**src/rtl/rsp_sender.sv**
```systemverilog
`default_nettype none
// ============================================================================
// Module   : rsp_sender
// Purpose  : Sends a 4-byte frame (cmd, arg1, arg2, crc) MSB byte first to a
//            byte shifter over a toggle handshake, with optional serial CRC-8.
// Revision : 1.0 - initial release
// ============================================================================
module rsp_sender #(
    parameter bit         CRC_EN   = 1'b1,
    parameter logic [7:0] CRC_POLY = 8'h07,
    parameter logic [7:0] CRC_INIT = 8'h00
) (
    input  logic       clk,
    input  logic       reset_n,
    input  logic       en,
    input  logic       start,
    input  logic [7:0] cmd,
    input  logic [7:0] arg1,
    input  logic [7:0] arg2,
    input  logic [7:0] crc_in,
    input  logic       byte_done,
    output logic [7:0] out_byte,
    output logic       byte_load,
    output logic       busy,
    output logic       frame_done,
    output logic [7:0] crc_out
);

    typedef enum logic [1:0] {
        S_IDLE = 2'd0,
        S_CRC  = 2'd1,
        S_LOAD = 2'd2,
        S_WAIT = 2'd3
    } state_t;

    state_t      r_state,      w_state_nxt;
    logic [23:0] r_frame,      w_frame_nxt;
    logic [23:0] r_shift,      w_shift_nxt;
    logic [7:0]  r_crc,        w_crc_nxt;
    logic [4:0]  r_bit_cnt,    w_bit_cnt_nxt;
    logic [1:0]  r_idx,        w_idx_nxt;
    logic        r_prev_done,  w_prev_done_nxt;
    logic [7:0]  r_out_byte,   w_out_byte_nxt;
    logic        r_byte_load,  w_byte_load_nxt;
    logic        r_busy,       w_busy_nxt;
    logic        r_frame_done, w_frame_done_nxt;
    logic [7:0]  r_crc_out,    w_crc_out_nxt;
    logic        w_ack;
    logic        w_fb;

    always_comb begin
        w_state_nxt      = r_state;
        w_frame_nxt      = r_frame;
        w_shift_nxt      = r_shift;
        w_crc_nxt        = r_crc;
        w_bit_cnt_nxt    = r_bit_cnt;
        w_idx_nxt        = r_idx;
        w_prev_done_nxt  = r_prev_done;
        w_out_byte_nxt   = r_out_byte;
        w_byte_load_nxt  = r_byte_load;
        w_busy_nxt       = r_busy;
        w_frame_done_nxt = 1'b0;
        w_crc_out_nxt    = r_crc_out;
        w_ack            = byte_done ^ r_prev_done;
        w_fb             = r_crc[7] ^ r_shift[23];

        case (r_state)
            S_IDLE: begin
                // A stray toggle seen while idle is absorbed so it cannot ack a later byte.
                if (w_ack) begin
                    w_prev_done_nxt = byte_done;
                end
                if (start) begin
                    w_frame_nxt   = {cmd, arg1, arg2};
                    w_shift_nxt   = {cmd, arg1, arg2};
                    w_crc_nxt     = CRC_INIT;
                    w_bit_cnt_nxt = 5'd0;
                    w_idx_nxt     = 2'd0;
                    w_busy_nxt    = 1'b1;
                    if (CRC_EN) begin
                        w_state_nxt = S_CRC;
                    end else begin
                        w_crc_out_nxt = crc_in;
                        w_state_nxt   = S_LOAD;
                    end
                end
            end
            S_CRC: begin
                w_crc_nxt     = {r_crc[6:0], 1'b0} ^ (w_fb ? CRC_POLY : 8'h00);
                w_shift_nxt   = {r_shift[22:0], 1'b0};
                w_bit_cnt_nxt = r_bit_cnt + 5'd1;
                if (r_bit_cnt == 5'd23) begin
                    w_state_nxt = S_LOAD;
                end
            end
            S_LOAD: begin
                if (CRC_EN) begin
                    w_crc_out_nxt = r_crc;
                end
                w_out_byte_nxt  = r_frame[23:16];
                w_byte_load_nxt = ~r_byte_load;
                w_state_nxt     = S_WAIT;
            end
            S_WAIT: begin
                if (w_ack) begin
                    w_prev_done_nxt = byte_done;
                    w_idx_nxt       = r_idx + 2'd1;
                    case (r_idx)
                        2'd0: begin
                            w_out_byte_nxt  = r_frame[15:8];
                            w_byte_load_nxt = ~r_byte_load;
                        end
                        2'd1: begin
                            w_out_byte_nxt  = r_frame[7:0];
                            w_byte_load_nxt = ~r_byte_load;
                        end
                        2'd2: begin
                            w_out_byte_nxt  = r_crc_out;
                            w_byte_load_nxt = ~r_byte_load;
                        end
                        default: begin
                            w_busy_nxt       = 1'b0;
                            w_frame_done_nxt = 1'b1;
                            w_state_nxt      = S_IDLE;
                        end
                    endcase
                end
            end
            default: w_state_nxt = S_IDLE;
        endcase
    end

    always_ff @(posedge clk or negedge reset_n) begin
        if (!reset_n) begin
            r_state      <= S_IDLE;
            r_frame      <= 24'd0;
            r_shift      <= 24'd0;
            r_crc        <= 8'd0;
            r_bit_cnt    <= 5'd0;
            r_idx        <= 2'd0;
            r_prev_done  <= 1'b0;
            r_out_byte   <= 8'd0;
            r_byte_load  <= 1'b0;
            r_busy       <= 1'b0;
            r_frame_done <= 1'b0;
            r_crc_out    <= 8'd0;
        end else if (en) begin
            r_state      <= w_state_nxt;
            r_frame      <= w_frame_nxt;
            r_shift      <= w_shift_nxt;
            r_crc        <= w_crc_nxt;
            r_bit_cnt    <= w_bit_cnt_nxt;
            r_idx        <= w_idx_nxt;
            r_prev_done  <= w_prev_done_nxt;
            r_out_byte   <= w_out_byte_nxt;
            r_byte_load  <= w_byte_load_nxt;
            r_busy       <= w_busy_nxt;
            r_frame_done <= w_frame_done_nxt;
            r_crc_out    <= w_crc_out_nxt;
        end
    end

    assign out_byte   = r_out_byte;
    assign byte_load  = r_byte_load;
    assign busy       = r_busy;
    assign frame_done = r_frame_done;
    assign crc_out    = r_crc_out;

endmodule
`default_nettype wire

```
**config.mk**
```make
export PLATFORM = sky130hd
export DESIGN_NAME = rsp_sender
export DESIGN_NICKNAME = d
export VERILOG_FILES = /design/src/rtl/rsp_sender.sv
export SDC_FILE = /design/constraint.sdc
export NUM_CORES = 1
export LEC_CHECK = 0
export CAP_MARGIN = 20
export CORE_UTILIZATION = 39
export DETAILED_ROUTE_END_ITERATION = 8
export SLEW_MARGIN = 20
export SYNTH_ARGS = -nofsm -noshare
export SYNTH_HDL_FRONTEND = slang
export SYNTH_SLANG_ARGS = --single-unit
```
**constraint.sdc**
```tcl
create_clock -name clk -period 2 [get_ports clk]
set_input_delay 0.3 -clock clk [delete_from_list [all_inputs] [get_ports clk]]
set_output_delay 0.3 -clock clk [all_outputs]
set_load 0.01 [all_outputs]
```
After elaboration in Yosys (flattened, before gate mapping)
Index checks and enable logic that the tools add are counted.
Word-level totals
  register bits after elaboration: 85
  bits in latches: 0
  memory bits (writable): 0
  bits in read-only memories: 0
  input bits: 37
  output and inout port bits: 19
  word-level logic and storage cells: 74
  memories: 0
Operators by class
  add/sub/neg operators: 2
  multiply operators: 0
  div/mod/pow operators: 0
  order comparisons: 0
  eq/ne operators: 12
  shift operators: 0
  muxes and demuxes: 28
  bitwise gates (word level): 4
  reduce and logical (&&, ||, !) cells: 16
Operator list (number)
  24-bit case mux with 2 select lines: 1
  8-bit case mux with 2 select lines: 2
  24-bit 2-to-1 mux: 1
  8-bit case mux with 3 select lines: 1
  8-bit 2-to-1 mux: 2
  2-bit 2-to-1 mux: 6
  4-bit AND reduction: 3
  2-bit inequality test (second input constant): 5
  5-bit case mux with 2 select lines: 1
  5-bit AND reduction: 2
  3-bit AND reduction: 3
  1-bit 2-to-1 mux: 8
  2-bit case mux with 4 select lines: 1
  8-bit by 3-bit XOR with 8-bit output: 1
  2-bit equality test (second input constant): 3
  2-bit nonzero test: 3
  5-bit by 1-bit adder with 5-bit output (second input constant): 1
  5-bit equality test (second input constant): 1
  5-bit 2-to-1 mux: 1
  2-bit by 1-bit equality test with 1-bit output (second input constant): 2
  2-bit zero test: 2
  4-bit inequality test (second input constant): 1
  1-bit case mux with 2 select lines: 2
  2-bit case mux with 2 select lines: 1
  other kinds (7): 8

Longest topological paths before layout
  word-level depth: 5
  depth in mapped cells: 7
  mapped depth without buffers: 6

Worst setup path after synthesis
Ideal clock, no wire load.
  path type: reg-to-reg
  from: reg r_state[0]
  to: reg r_shift[6]
  data arrival time: 1534 ps
  path slack: 383 ps
  stages on the path, launching flop included: 8
  buffers on the path: 1
  period minus slack after synthesis: 1617 ps
  cell sequence: dfrtp_1 -> inv_1 -> ha_1 -> mux2_2 -> nand2_2 -> buf_2 -> a22oi_1 -> o21ai_0
Between the ends
  word-level cells in the longest chain between the ends: 3
Ends and longest elaborated chain
  start, declared: RTL line 36  | state_t r_state, w_state_nxt;
  start signal, assigned: RTL line 148  | r_state <= w_state_nxt;
  2-bit by 1-bit equality test with 1-bit output or 2-bit zero test (tied branches): RTL line 67  | case (r_state)
  2-bit nonzero test (no source line) or 2-bit inequality test (tied branches)
  3-bit AND reduction (no source line)
  end signal, assigned: RTL line 150  | r_shift <= w_shift_nxt;
  end, declared: RTL line 38  | logic [23:0] r_shift, w_shift_nxt;
Several ways; a longest one is shown, not always the timed one.
A chain may end at the register's enable or synchronous reset.

Worst setup path in the final report
  from: reg r_idx[0]
  to: reg r_out_byte[2], in the netlist out_byte[2]
Between the ends
  word-level cells in the longest chain between the ends: 4
Ends and longest elaborated chain
  start, declared: RTL line 41  | logic [1:0] r_idx, w_idx_nxt;
  start signal, assigned: RTL line 153  | r_idx <= w_idx_nxt;
  2-bit equality test, or another cell as far along: RTL line 108  | case (r_idx)
  8-bit case mux with 3 select lines: RTL line 108
  8-bit 2-to-1 mux: RTL line 105  | if (w_ack) begin
  8-bit case mux with 2 select lines: RTL line 67
  end signal, assigned: RTL line 155  | r_out_byte <= w_out_byte_nxt;
  end, declared: RTL line 43  | logic [7:0] r_out_byte, w_out_byte_nxt;
Several ways; a longest one is shown, not always the timed one. The select of a mux whose other input is x is not followed.

==> metrics.md <==
| Metric | Value |
|---|---|
| Status | `finished, final reports clean` |
| Clock power frac | `between 10% and 20%` |
| Syn avg cell area | `~12 sq um` |
| Critical Path RT | `2.24 ns` |
| Initial antenna violation count | `0` |
| Crit path largest cell delay | `~0.44 ns` |
| First-pass GRT wire length | `13.2 mm` |
| Detailed Place HPWL | `approximately 6 mm` |
| Die Span X | `about 100 microns` |
| Drt total wl | `8.11 mm` |
| R2r setup slk | `between 0.15 and 0.2 ns` |
| H-Tree Depth | `3` |
| Critical path arrival | `between 2 and 2.5 ns` |
| Setup ws final | `0.178 ns` |
| CTS buffer count | `9` |
| Die area | `10,100 sq um` |
| Register bit count reported by yosys | `between 80 and 90` |
| Synth unique cells | `39` |
| Multi-input gate area | `between 1000 and 1500 sq um` |
| Largest net degree at the start of global routing | `46` |
| Share of layout cells above drive strength 1 | `roughly 20%` |
| Slowest CP cell | `dfrtp_1` |
| Clock Path Buffers | `2` |
| Combinational Power Share | `approximately 39%` |
| FP Rows | `35` |
| Max Slew Vio Count | `0` |
| WL per Instance | `15.6 microns` |
| Clock Pin Slew Worst Setup and Hold Paths | `around 0.090 ns` |
| Die Y | `around 100 microns` |
| Worst-margin pin slew | `approximately 0.47 ns` |
| Fillcell total | `about 870` |
| Vias/cell | `between 5 and 6` |
| DR vias | `between 2,000 and 3,000` |
| Startpoint types | `register` |
| Post-layout nets | `~430` |
| Unrepaired setup endpoints after global routing | `false` |
| Crit path max-delay family | `compound AO/OA/AOI/OAI gates` |
| DRC Markers | `0` |
| Worst-path fanout max | `9` |
| Layout Skew | `0.00782 ns` |
| Power Dens Cells | `about 1400 nW/um^2` |
| Total GRT Usage | `around 17%` |
| Final Hold Viols | `0` |
| Register area share after synthesis | `a little under three fifths` |
| Root buf cell | `clkbuf_8` |
| Initial Util | `40.5%` |
| Worst-skew pair later-pin latency | `~0.36 ns` |
| Port Buf Inserts | `47` |
| Synthesis-to-layout area growth | `24.2%` |
| Min-Delay Path Class | `in2async` |
| Synthesized net count | `about 370` |
| Dpl ws | `0.0971 ns` |
| Leak | `between 2 and 2.5 nW` |
| Max Cap Violations | `0` |
| DRT iter0 DRCs | `approximately 150` |
| Vias in the first global route | `roughly 2,500` |
| CP endpoint kind | `register` |
| Yosys warns | `0` |
| Final worst path period share | `between 90% and 100%` |
| Final setup viols | `0` |
| Buf/Inv on CP | `1` |
| Worst-path cell chain | `inv_1 > ha_1 > nand2_1 > nor2_1 > a221oi_1 > a21oi_1` |
| Synth Instances | `326` |
| I/O pin count | `56` |
| Relative slew slack | `about two thirds` |
| Clock Sink Count | `between 80 and 90` |
| Routability cong. | `a little over 0.8` |
| Part of the power in registers | `44.3%` |
| Sw Pwr | `roughly 2.3 mW` |
| Peak supply drop | `between 0.5 and 0.6 mV` |
| Setup CP Type | `reg2reg` |
| Post-synthesis instance area | `between 3000 and 4000 sq um` |
| Grt ovf | `0` |
| CTS tree | `built` |
| Internal power | `4.29 mW` |
| Ant. Diodes | `0` |
| Sw frac | `a little over a third` |
| TNS Setup | `0 ns` |
| FF/Latch Area | `around 2100 sq um` |
| Postcts setup bufs | `0` |
| Fmax | `around 550 MHz` |
| Total core area | `9330 sq um` |
| Tmin final | `between 1.5 and 2 ns` |
| Drt pass-1 iters | `4` |
| Final ANT Viol Nets | `0` |
## power by group through the flow
| stage | logic, mW | clock network (mW) | registers, mW |
|---|---|---|---|
| after floorplan | 1.63 | 0 | 2.88 |
| after global routing | 2.87 | 1.24 | 3.03 |
| after global placement | 2.53 | 0 | 2.94 |
| after CTS | 2.59 | 1.17 | 2.93 |
| after detailed placement | 2.58 | 0 | 2.96 |
| final | 2.56 | 1.13 | 2.93 |
## per-stage QoR
| stage | util [%] | hold WS [ns] | total power [mW] | instance area [sq um] | cells |
|---|---|---|---|---|---|
| 4_1_cts | 50.3 | 0.363 | 6.69 | 4690 | 519 |
| 3_5_place_dp | 48.2 | 0.213 | 5.54 | 4490 | 502 |
| 2_1_floorplan | - | 0.00441 | 4.50 | 3780 | 326 |
| 6_report | 50.3 | 0.365 | 6.63 | 4690 | 519 |
| 5_1_grt | 50.3 | 0.372 | 7.14 | 4690 | 519 |
| 3_3_place_gp | 48.2 | 0.213 | 5.46 | 4490 | 502 |
## path summary, 6_finish.rpt
path / from / cells past startpoint / endpoint
worst max-delay path: r_idx[0] / 6 / out_byte[2]
worst min-delay path: reset_n / 2 / r_state[0]
worst max register to register: r_idx[0] / 6 / out_byte[2]
worst min register to register: byte_load / 1 / byte_load
max in group asynchronous: reset_n / 3 / r_shift[16]
min in group clk: byte_load / 1 / byte_load
## area by class of cell
class | count | share of cell area [%]
Timing Repair Buffer | 65 | 13.7
Multi-Input combinational cell | 194 | 31.1
Sequential cell | 85 | 45.4
Clock inverter | 6 | 1.01
Clock buffer | 10 | 2.94
Inverter | 30 | 2.40
Tap cell | 129 | 3.44
## cell usage after synthesis
cell       n  share of area, %
nand3_1    3              0.40
a22o_1     7               1.6
clkbuf_1   4              0.40
and2_0     1              0.17
nand2b_4   1              0.36
mux2_2    34                10
nand2_2    2              0.33
o21ai_0   31               4.1
a211o_1    1              0.23
o221ai_1   1              0.23
nor4_1     1              0.17
nor3_1     1              0.13
o211ai_1   2              0.40
a21oi_1    8               1.1
o21a_1     1              0.20
mux2i_1    3              0.80
xnor2_1    3              0.70
a31o_2     1              0.23
xor2_1     5               1.2
nor2_1    19               1.9
o22ai_2    1              0.33
a21boi_0   1              0.20
o31ai_1    1              0.20
a221oi_1   7               1.6
dfrtp_1   85                56
nand4b_1   1              0.23
nor2b_1    1              0.17
a221o_2    1              0.30
o22ai_1    1              0.17
and3_1     2              0.33
buf_2     11               1.5
buf_1      2              0.20
a22oi_1   30               6.0
nand2_1   10              0.99
nor2_2     1              0.17
and3_2     2              0.40
ha_1       9               3.0
inv_1     30               3.0
nand3_2    1              0.27
## per-layer routing
| metal | wire length (microns) | track usage, % |
|---|---|---|
| met1 | 3970 | 24.8 |
| met2 | 3730 | 26.9 |
| met3 | 281 | 3.13 |
| met4 | 130 | 6.35 |
| met5 | 0 | 0 |
## sequential cells by signal (all words and copies together) (netlist names), 2 cells and up
register   cells
r_frame       24
r_state        2
crc_out        8
r_idx          2
r_shift       24
r_bit_cnt      5
r_crc          8
out_byte       8
## cells in the final DEF, fill, tap and decap left out, types with 2 or more instances in the layout
| cell type | instances |
|---|---|
| dfrtp_1 | 85 |
| clkdlybuf4s50_1 | 46 |
| mux2_2 | 34 |
| o21ai_0 | 31 |
| inv_1 | 30 |
| a22oi_1 | 30 |
| nor2_1 | 19 |
| buf_4 | 15 |
| nand2_1 | 10 |
| clkbuf_8 | 10 |
| ha_1 | 9 |
| a21oi_1 | 8 |
| a22o_1 | 7 |
| a221oi_1 | 7 |
| xor2_1 | 5 |
| clkinvlp_4 | 4 |
| xnor2_1 | 3 |
| mux2i_1 | 3 |
| nand3_1 | 3 |
| buf_12 | 3 |
| nand2_2 | 2 |
| o211ai_1 | 2 |
| and3_1 | 2 |
| and3_2 | 2 |
## logic make-up after synthesis
logic type	share of synthesized area (%)
AO/OA/AOI/OAI	16.9
XOR/XNOR	1.86
multiplexers	10.9
flip-flops	56.3
AND/OR/NAND/NOR	6.00
adder cells (fa/ha/maj)	2.98
buffers and inverters	5.04
## what timing repair did
item | CTS | global route
hold endpoints to repair | 19 | 0
hold buffers | 1 | 0
gates resized for setup | 0 | 0
No activity file was read; power rests on OpenSTA's default activity.
